==> src/rtl/algofoogle_mac.sv <==
// Nibble-serial OPW x OPW multiplier / MAC with byte-wise accumulator readout.
// Result lands OPW cycles after the last B nibble; no backpressure, strobes are edge-detected levels.
module algofoogle_mac #(
    parameter int OPW  = 8,
    parameter int ACCW = 24
) (
    input  logic       clk,
    input  logic       reset_n,
    input  logic       read,
    input  logic [3:0] nibble,
    input  logic       mode,
    input  logic       out_next,
    input  logic       acc_clr,
    output logic [7:0] result,
    output logic       busy,
    output logic       done
);

    localparam int NN  = OPW / 4;
    localparam int NB  = ACCW / 8;
    localparam int PW  = 2 * OPW;
    localparam int NCW = (NN > 1) ? $clog2(NN) : 1;
    localparam int BCW = $clog2(OPW);
    localparam int BIW = (NB > 1) ? $clog2(NB) : 1;

    typedef enum logic [1:0] {LOAD_A, LOAD_B, CALC, SHOW} state_t;

    state_t          state_q;
    logic            read_q, next_q, mode_q;
    logic [OPW-1:0]  a_q, b_q;
    logic [PW-1:0]   prod_q;
    logic [ACCW-1:0] acc_q;
    logic [NCW-1:0]  nib_cnt_q;
    logic [BCW-1:0]  bit_cnt_q;
    logic [BIW-1:0]  byte_idx_q;

    logic            rd_edge, nx_edge, last_nib;
    logic [OPW-1:0]  a_shift, b_shift;
    logic [PW-1:0]   pp, prod_d;
    logic [ACCW-1:0] acc_d;

    assign rd_edge  = read & ~read_q;
    assign nx_edge  = out_next & ~next_q;
    assign last_nib = (nib_cnt_q == NCW'(NN - 1));
    assign a_shift  = (a_q << 4) | OPW'(nibble);
    assign b_shift  = (b_q << 4) | OPW'(nibble);

    // prod_d includes the current bit so the final edge commits the full product.
    assign pp     = b_q[bit_cnt_q] ? (PW'(a_q) << bit_cnt_q) : '0;
    assign prod_d = prod_q + pp;
    assign acc_d  = mode_q ? (acc_q + ACCW'(prod_d)) : ACCW'(prod_d);

    assign result = acc_q[8*byte_idx_q +: 8];
    assign busy   = (state_q == CALC);
    assign done   = (state_q == SHOW);

    always_ff @(posedge clk or negedge reset_n) begin
        if (!reset_n) begin
            state_q    <= LOAD_A;
            read_q     <= 1'b1;
            next_q     <= 1'b1;
            mode_q     <= 1'b0;
            a_q        <= '0;
            b_q        <= '0;
            prod_q     <= '0;
            acc_q      <= '0;
            nib_cnt_q  <= '0;
            bit_cnt_q  <= '0;
            byte_idx_q <= '0;
        end else begin
            read_q <= read;
            next_q <= out_next;
            case (state_q)
                LOAD_A: begin
                    if (rd_edge) begin
                        a_q <= a_shift;
                        if (last_nib) begin
                            nib_cnt_q <= '0;
                            state_q   <= LOAD_B;
                        end else begin
                            nib_cnt_q <= nib_cnt_q + 1'b1;
                        end
                    end
                end
                LOAD_B: begin
                    if (rd_edge) begin
                        b_q <= b_shift;
                        if (last_nib) begin
                            nib_cnt_q <= '0;
                            mode_q    <= mode;
                            prod_q    <= '0;
                            bit_cnt_q <= '0;
                            state_q   <= CALC;
                        end else begin
                            nib_cnt_q <= nib_cnt_q + 1'b1;
                        end
                    end
                end
                CALC: begin
                    prod_q <= prod_d;
                    if (bit_cnt_q == BCW'(OPW - 1)) begin
                        acc_q      <= acc_d;
                        byte_idx_q <= '0;
                        state_q    <= SHOW;
                    end else begin
                        bit_cnt_q <= bit_cnt_q + 1'b1;
                    end
                end
                SHOW: begin
                    if (nx_edge)
                        byte_idx_q <= (byte_idx_q == BIW'(NB - 1)) ? '0 : byte_idx_q + 1'b1;
                    // A read edge here is already the first nibble of the next A operand.
                    if (rd_edge) begin
                        a_q <= OPW'(nibble);
                        if (NN == 1) begin
                            nib_cnt_q <= '0;
                            state_q   <= LOAD_B;
                        end else begin
                            nib_cnt_q <= NCW'(1);
                            state_q   <= LOAD_A;
                        end
                    end
                end
                default: state_q <= LOAD_A;
            endcase
            if (acc_clr)
                acc_q <= '0;
        end
    end

endmodule

==> config.mk <==
export PLATFORM = sky130hd
export DESIGN_NAME = algofoogle_mac
export DESIGN_NICKNAME = d
export VERILOG_FILES = /design/src/rtl/algofoogle_mac.sv
export SDC_FILE = /design/constraint.sdc
export NUM_CORES = 1
export LEC_CHECK = 0
export CAP_MARGIN = 30
export CORE_UTILIZATION = 54
export DETAILED_ROUTE_END_ITERATION = 10
export PLACE_DENSITY = 0.72
export SYNTH_ARGS = -nofsm -noshare
export SYNTH_HDL_FRONTEND = slang
export SYNTH_SLANG_ARGS = --single-unit
==> constraint.sdc <==
create_clock -name clk -period 10.6 [get_ports clk]
set_clock_uncertainty 0.05 [all_clocks]
set_input_delay 1.06 -clock clk [delete_from_list [all_inputs] [get_ports clk]]
set_output_delay 1.06 -clock clk [all_outputs]
set_load 0.01 [all_outputs]
Yosys cells after proc, flatten, opt, wreduce, memory -nomap -nowiden:

Cells that the tools add are included.

* flip-flop bits (word level): 67
* word-level logic and storage cells: 88
* output and inout bits: 10

* shifts and indexed selects: 2
* eq/ne operators: 14
* add/subtract/negate cells: 5
* multiplexer cells: 32
* magnitude comparators: 1
* reduce and logical (&&, ||, !) cells: 17
* bitwise logic cells: 6

Operator list (number)
* $mux 24: 4
* $mux 16: 3
* $pmux 16 s2: 1
* $add 24x16->24: 1
* $shiftx 24x6->8: 1
* $mux 2: 9
* $add 16x16->16: 1
* $mux 8: 2
* $or 8x4->8: 2
* $pmux 8 s2: 1
* $shl 8x3->16: 1
* $reduce_and 3->1: 5
* $reduce_bool 2->1: 6
* $ne 2x2->1 const B: 5
* $mux 3: 3
* $ne 2x1->1 const B: 4
* $pmux 2 s4: 1
* $eq 2x2->1 const B: 3
* $pmux 3 s2: 1
* $reduce_and 6->1: 1
* $lt 3x4->1 const B: 1
* $mux 1: 4
* $pmux 2 s2: 1
* $reduce_and 2->1: 2
* 12 further kinds: 14

Depth between registers and ports, before layout:

* word-level depth: 9
* mapped depth: 23
* mapped depth without buffers: 22

Least setup slack after synthesis:

Ideal clock, no wire load.

* path kind: reg-to-reg
* from: register bit_cnt_q[0]
* to: register acc_q[19]
* setup time: 129 ps
* data arrival time: 4478 ps
* stages on the path, launching flop included: 22
* required time: 10421 ps
* slack: 5943 ps
* path through: dfrtp_1 > clkbuf_1 > mux2_2 > nor2_1 > a21oi_1 > a21oi_1 > nor2_1 > ha_1 > nand3_1 > and3b_1 > a21oi_2 > o41ai_4 > o21ai_2 > xnor2_1 > inv_1 > ha_1 > or2_2 > o311a_1 > a311o_1 > a211o_1 > nand4b_1 > nand3_1

* longest elaborated chain between the ends: 9
* elaborated cells on any way between the ends: 13

RTL lines
* start, declared: RTL line 34 `logic [BCW-1:0] bit_cnt_q;`
* start signal, assigned: RTL line 106 `bit_cnt_q <= bit_cnt_q + 1'b1;`
* $bmux 1 s3: RTL line 49 `assign pp = b_q[bit_cnt_q] ? (PW'(a_q) << bit_cnt_q) : '0;`
* $mux 1 (not written as such): RTL line 49
* $mux 16: RTL line 49
* $add 16x16->16: RTL line 50 `assign prod_d = prod_q + pp;`
* $add 24x16->24: RTL line 51 `assign acc_d = mode_q ? (acc_q + ACCW'(prod_d)) : ACCW'(prod_d);`
* $mux 24: RTL line 51
* $mux 24: RTL line 101 `if (bit_cnt_q == BCW'(OPW - 1)) begin`
* $mux 24: RTL line 73 `case (state_q)`
* $mux 24: RTL line 126 `if (acc_clr)`
* end signal, assigned: RTL line 66 `acc_q <= '0;`
* end signal, assigned: RTL line 102 `acc_q <= acc_d;`
* end signal, assigned: RTL line 127 `acc_q <= '0;`
* end, declared: RTL line 32 `logic [ACCW-1:0] acc_q;`

Several ways; a longest one is shown, not always the timed one. The select of a mux whose other input is x is not followed.
A chain may end at the register's enable or synchronous reset.

Final worst setup path:

* from: register bit_cnt_q[0]
* to: register acc_q[22]

The elaborated chain is that of the path after synthesis.

==> impl_results.md <==
- Run status: complete, no violations
- Share of the synthesized area in the top cell type: 31.65%
- Setup slack after layout: 5.305 ns
- Top-level I/O count: 20
- Achievable frequency: 0.1889 GHz
- Min-delay worst type: reg2reg
- Die X-Extent: 99.56 um
- Aggregate routed wire length: 12930 um
- Clock transition at path regs: 0.09 ns
- Max cap viols: 0
- Peak VDD IR: 0.0001646 V
- FF+latch area: 1679 um^2
- H-tree level count: 3
- Net switching share of the total power: 41.71%
- Number of nets in the finished design: 656
- Post-CTS setup repair buffer count: 0
- Sequential fraction of the synthesis area: 32.67%
- Placeable core region: 9240 um^2
- # port buffers: 19
- Mean instance size in the synthesized netlist: 8.668 um^2
- Largest net degree at the start of global routing: 68
- TritonCTS clock tree: done
- Most area-hungry cell type in the Yosys netlist: sky130_fd_sc_hd__dfrtp_1
- CTS max path bufs: 2
- NetSw: 494.8 uW
- Number of instances resized during post-cts repair: 0
- Pre-Repair DR Iteration Count: 4
- Required time reported for the critical path endpoint: 10.84 ns
- Shortest clock period the worst path allows after layout: 5.295 ns
- DRC errors left: 0
- Top post-synthesis cells by count: sky130_fd_sc_hd__nand2_1 (81), sky130_fd_sc_hd__dfrtp_1 (65), sky130_fd_sc_hd__nor2_1 (50)
- Sequential fraction of design power: 32.7%
- Total of hold buffers inserted after clock tree synthesis: 0
- Library cell contributing the largest single delay on the critical path: sky130_fd_sc_hd__dfrtp_1
- Layout overhead on the synthesized area: 10.54%
- Arrival time worst endpoint: 5.54 ns
- Clock share of power: 22.6%
- Final number of setup-violating endpoints: 0
- Delay of the slowest cell on the worst path: 0.69 ns
- WL/cell: 17.49 um
- Buffers & Inverters on Critical Path: 1
- Max Transition Viols Final: 0
- Combined area of the multi-input logic cells: 3284 um^2
- Sum of negative setup slack: 0 ns
- Yosys synthesis warning count: 0
- Vias: 4487
- Placer Congestion: 0.9448
- Category of the worst setup path capture point: flop
- Placement Rows: 35
- Residual antenna-violating net count after detailed routing: 0
- Yosys reg bits: 67
- CTS sink count: 67
- Mapped Nets: 644
- Gate power share: 44.7%
- Cell with the most instances after synthesis: sky130_fd_sc_hd__nand2_1
- Detailed placement HPWL: 9714 um
- Number of CTS-inserted buffers: 9
- Buffer cell driving the clock tree root: sky130_fd_sc_hd__clkbuf_8
- Total congestion overflow after global routing: 0
- Post-synthesis cell count: 593
- Critical path, cell by cell: mux4_2, nand2_1, and2_1, nor2_1, ha_1, nand3_1, and3b_1, a21oi_2, o41ai_4, o21ai_2, xnor2_1, inv_1, ha_1, or2_2, o311ai_0, a31oi_1, a211oi_2, a22o_2, or4_1, nand3_1
- Global-route usage over all layers: 27.71%
- Endpoints failing hold: 0
- Via count of the first global-routing pass: 4391
- Post-DR vias/cell: 6.072
- Max-Slew Margin vs Limit: 40.69%
- Die Outline Area: 9912 um^2
- Standard cell area after detailed placement: 5441 um^2
- Top Family by Delay on Critical Path: simple AND/OR/NAND/NOR gates
- Netlist Area Pre-Place: 5140 um^2
- Clock latency reported for the late side of the worst-skew pair: 0.35 ns
- Chip Height: 99.56 um
- Post-synth top flop: sky130_fd_sc_hd__dfrtp_1
- Antenna cells: 0
- Most area-consuming cells after synthesis: sky130_fd_sc_hd__dfrtp_1 (32%), sky130_fd_sc_hd__ha_1 (9.5%), sky130_fd_sc_hd__nand2_1 (5.9%)
- Startpoint Class: flop
- Filler cells: 795
- Setup repair after global routing missed its margin: no
- Final Util: 61.49%
- Share of the cycle needed by the critical path after routing: 49.95%
- Power density over the cells: 208.8 nW/um^2
- Post-layout instance count excluding filler cells: 739
- Share of synthesized flip-flops with an asynchronous set or reset: 100.0%
- Final design instance area without fill: 5682 um^2
- Unique masters post-synth: 67
- Fraction of layout cells with a size suffix above 1: 8.852%
- Placed instance count: 723
- Path type of the worst setup path: reg2reg
- Leakage power figure: 2.542 nW
- Setup slack after placement: 5.330 ns
- Internal power component: 691.4 uW
- Number of synthesized flops with an enable pin: 0
- Antenna violations before repair: 0
- Initial standard-cell utilization of the core: 55.63%
- Slew at the pin closest to its max-slew limit: 0.8896 ns
- Tightest hold margin: 0.4487 ns
- Design Power: 1.186 mW
- Global-route wire length before repair: 21520 um
- Critical path fanouts, max: 14
- DRC marker count from the first detailed-route iteration: 224
-- cell type report --
type                            count  share of cell area [%]
Multi-Input combinational cell    479                   57.81
Clock buffer                        9                   2.180
Inverter                           25                   1.652
Timing Repair Buffer               23                   3.920
Tap cell                          129                   2.841
Clock inverter                      7                   2.048
Sequential cell                    67                   29.55
-- tightest hold or removal path, delay by kind of cell, from the launching register on --
kind               cells  cell delay [ns]
DFF                    1             0.36
and+or+nand+nor        1             0.05
AOI/OAI and AO/OA      1             0.06
-- sequential cells by signal, indices dropped and copies added (netlist names) --
signal and count:
bit_cnt_q 3, state_q 2, mode_q 1, last_nib 1, a_q 8, acc_q 24
b_q 8, prod_q 16, next_q 1, read_q 1, byte_idx_q 2
-- cells by family (layout without fill, tap and decap cells) --
| logic type | count (synthesis) | in the layout | synth area share, % |
|---|---|---|---|
| buffers and inverters | 47 | 64 | 3.505 |
| AOI/OAI and AO/OA | 173 | 173 | 22.91 |
| DFF | 67 | 67 | 32.67 |
| xor gates and xnor gates | 20 | 20 | 3.408 |
| and+or+nand+nor | 204 | 204 | 18.38 |
| muxes | 41 | 41 | 8.861 |
| adders and majority gates | 41 | 41 | 10.27 |
-- per-layer routing --
metal / routed length, um / global-route usage, % / vias up / share of wire, %
li1: - / - / 2176 / -
met5: 0 / 0 / - / 0
met3: 596 / 4.357 / 24 / 4.6
met2: 6083 / 46.26 / 118 / 47
met1: 5999 / 36.84 / 2169 / 46
met4: 248 / 9.050 / 0 / 1.9
-- path summary, 6_finish.rpt --
kind | start | to | slack, ns | cells after the start
setup / recovery | bit_cnt_q[0]$_DFFE_PN0P_ | acc_q[22]$_DFFE_PN0P_ | 5.30 | 20
hold / removal | prod_q[12]$_DFFE_PN0P_ | prod_q[12]$_DFFE_PN0P_ | 0.45 | 2
setup reg to reg | bit_cnt_q[0]$_DFFE_PN0P_ | acc_q[22]$_DFFE_PN0P_ | 5.30 | 20
hold reg to reg | prod_q[12]$_DFFE_PN0P_ | prod_q[12]$_DFFE_PN0P_ | 0.45 | 2
max in group asynchronous | reset_n | prod_q[11]$_DFFE_PN0P_ | 9.05 | 2
min in group asynchronous | reset_n | acc_q[21]$_DFFE_PN0P_ | 0.84 | 2
-- cell usage in the layout (no fill, tap or decap), types with 14 or more instances in the layout --
cell type	synthesis	layout
sky130_fd_sc_hd__nand2_1	81	81
sky130_fd_sc_hd__dfrtp_1	65	65
sky130_fd_sc_hd__nor2_1	50	50
sky130_fd_sc_hd__o21ai_0	45	45
sky130_fd_sc_hd__ha_1	39	39
sky130_fd_sc_hd__a21oi_1	37	36
sky130_fd_sc_hd__inv_1	24	24
sky130_fd_sc_hd__mux2i_1	23	23
sky130_fd_sc_hd__clkdlybuf4s50_1	0	18
sky130_fd_sc_hd__nand3_1	16	16
sky130_fd_sc_hd__mux2_2	16	16
sky130_fd_sc_hd__xnor2_1	14	14
sky130_fd_sc_hd__a22o_1	14	14
-- power groups by stage --
stage | sequential (mW) | clock [mW] | combinational, mW
2_1_floorplan | 0.345 | 0 | 0.433
3_3_place_gp | 0.388 | 0 | 0.506
3_5_place_dp | 0.391 | 0 | 0.526
4_1_cts | 0.386 | 0.270 | 0.529
5_1_grt | 0.397 | 0.282 | 0.588
6_report | 0.388 | 0.268 | 0.530
Note: power is estimated with default switching activity, not from simulation.
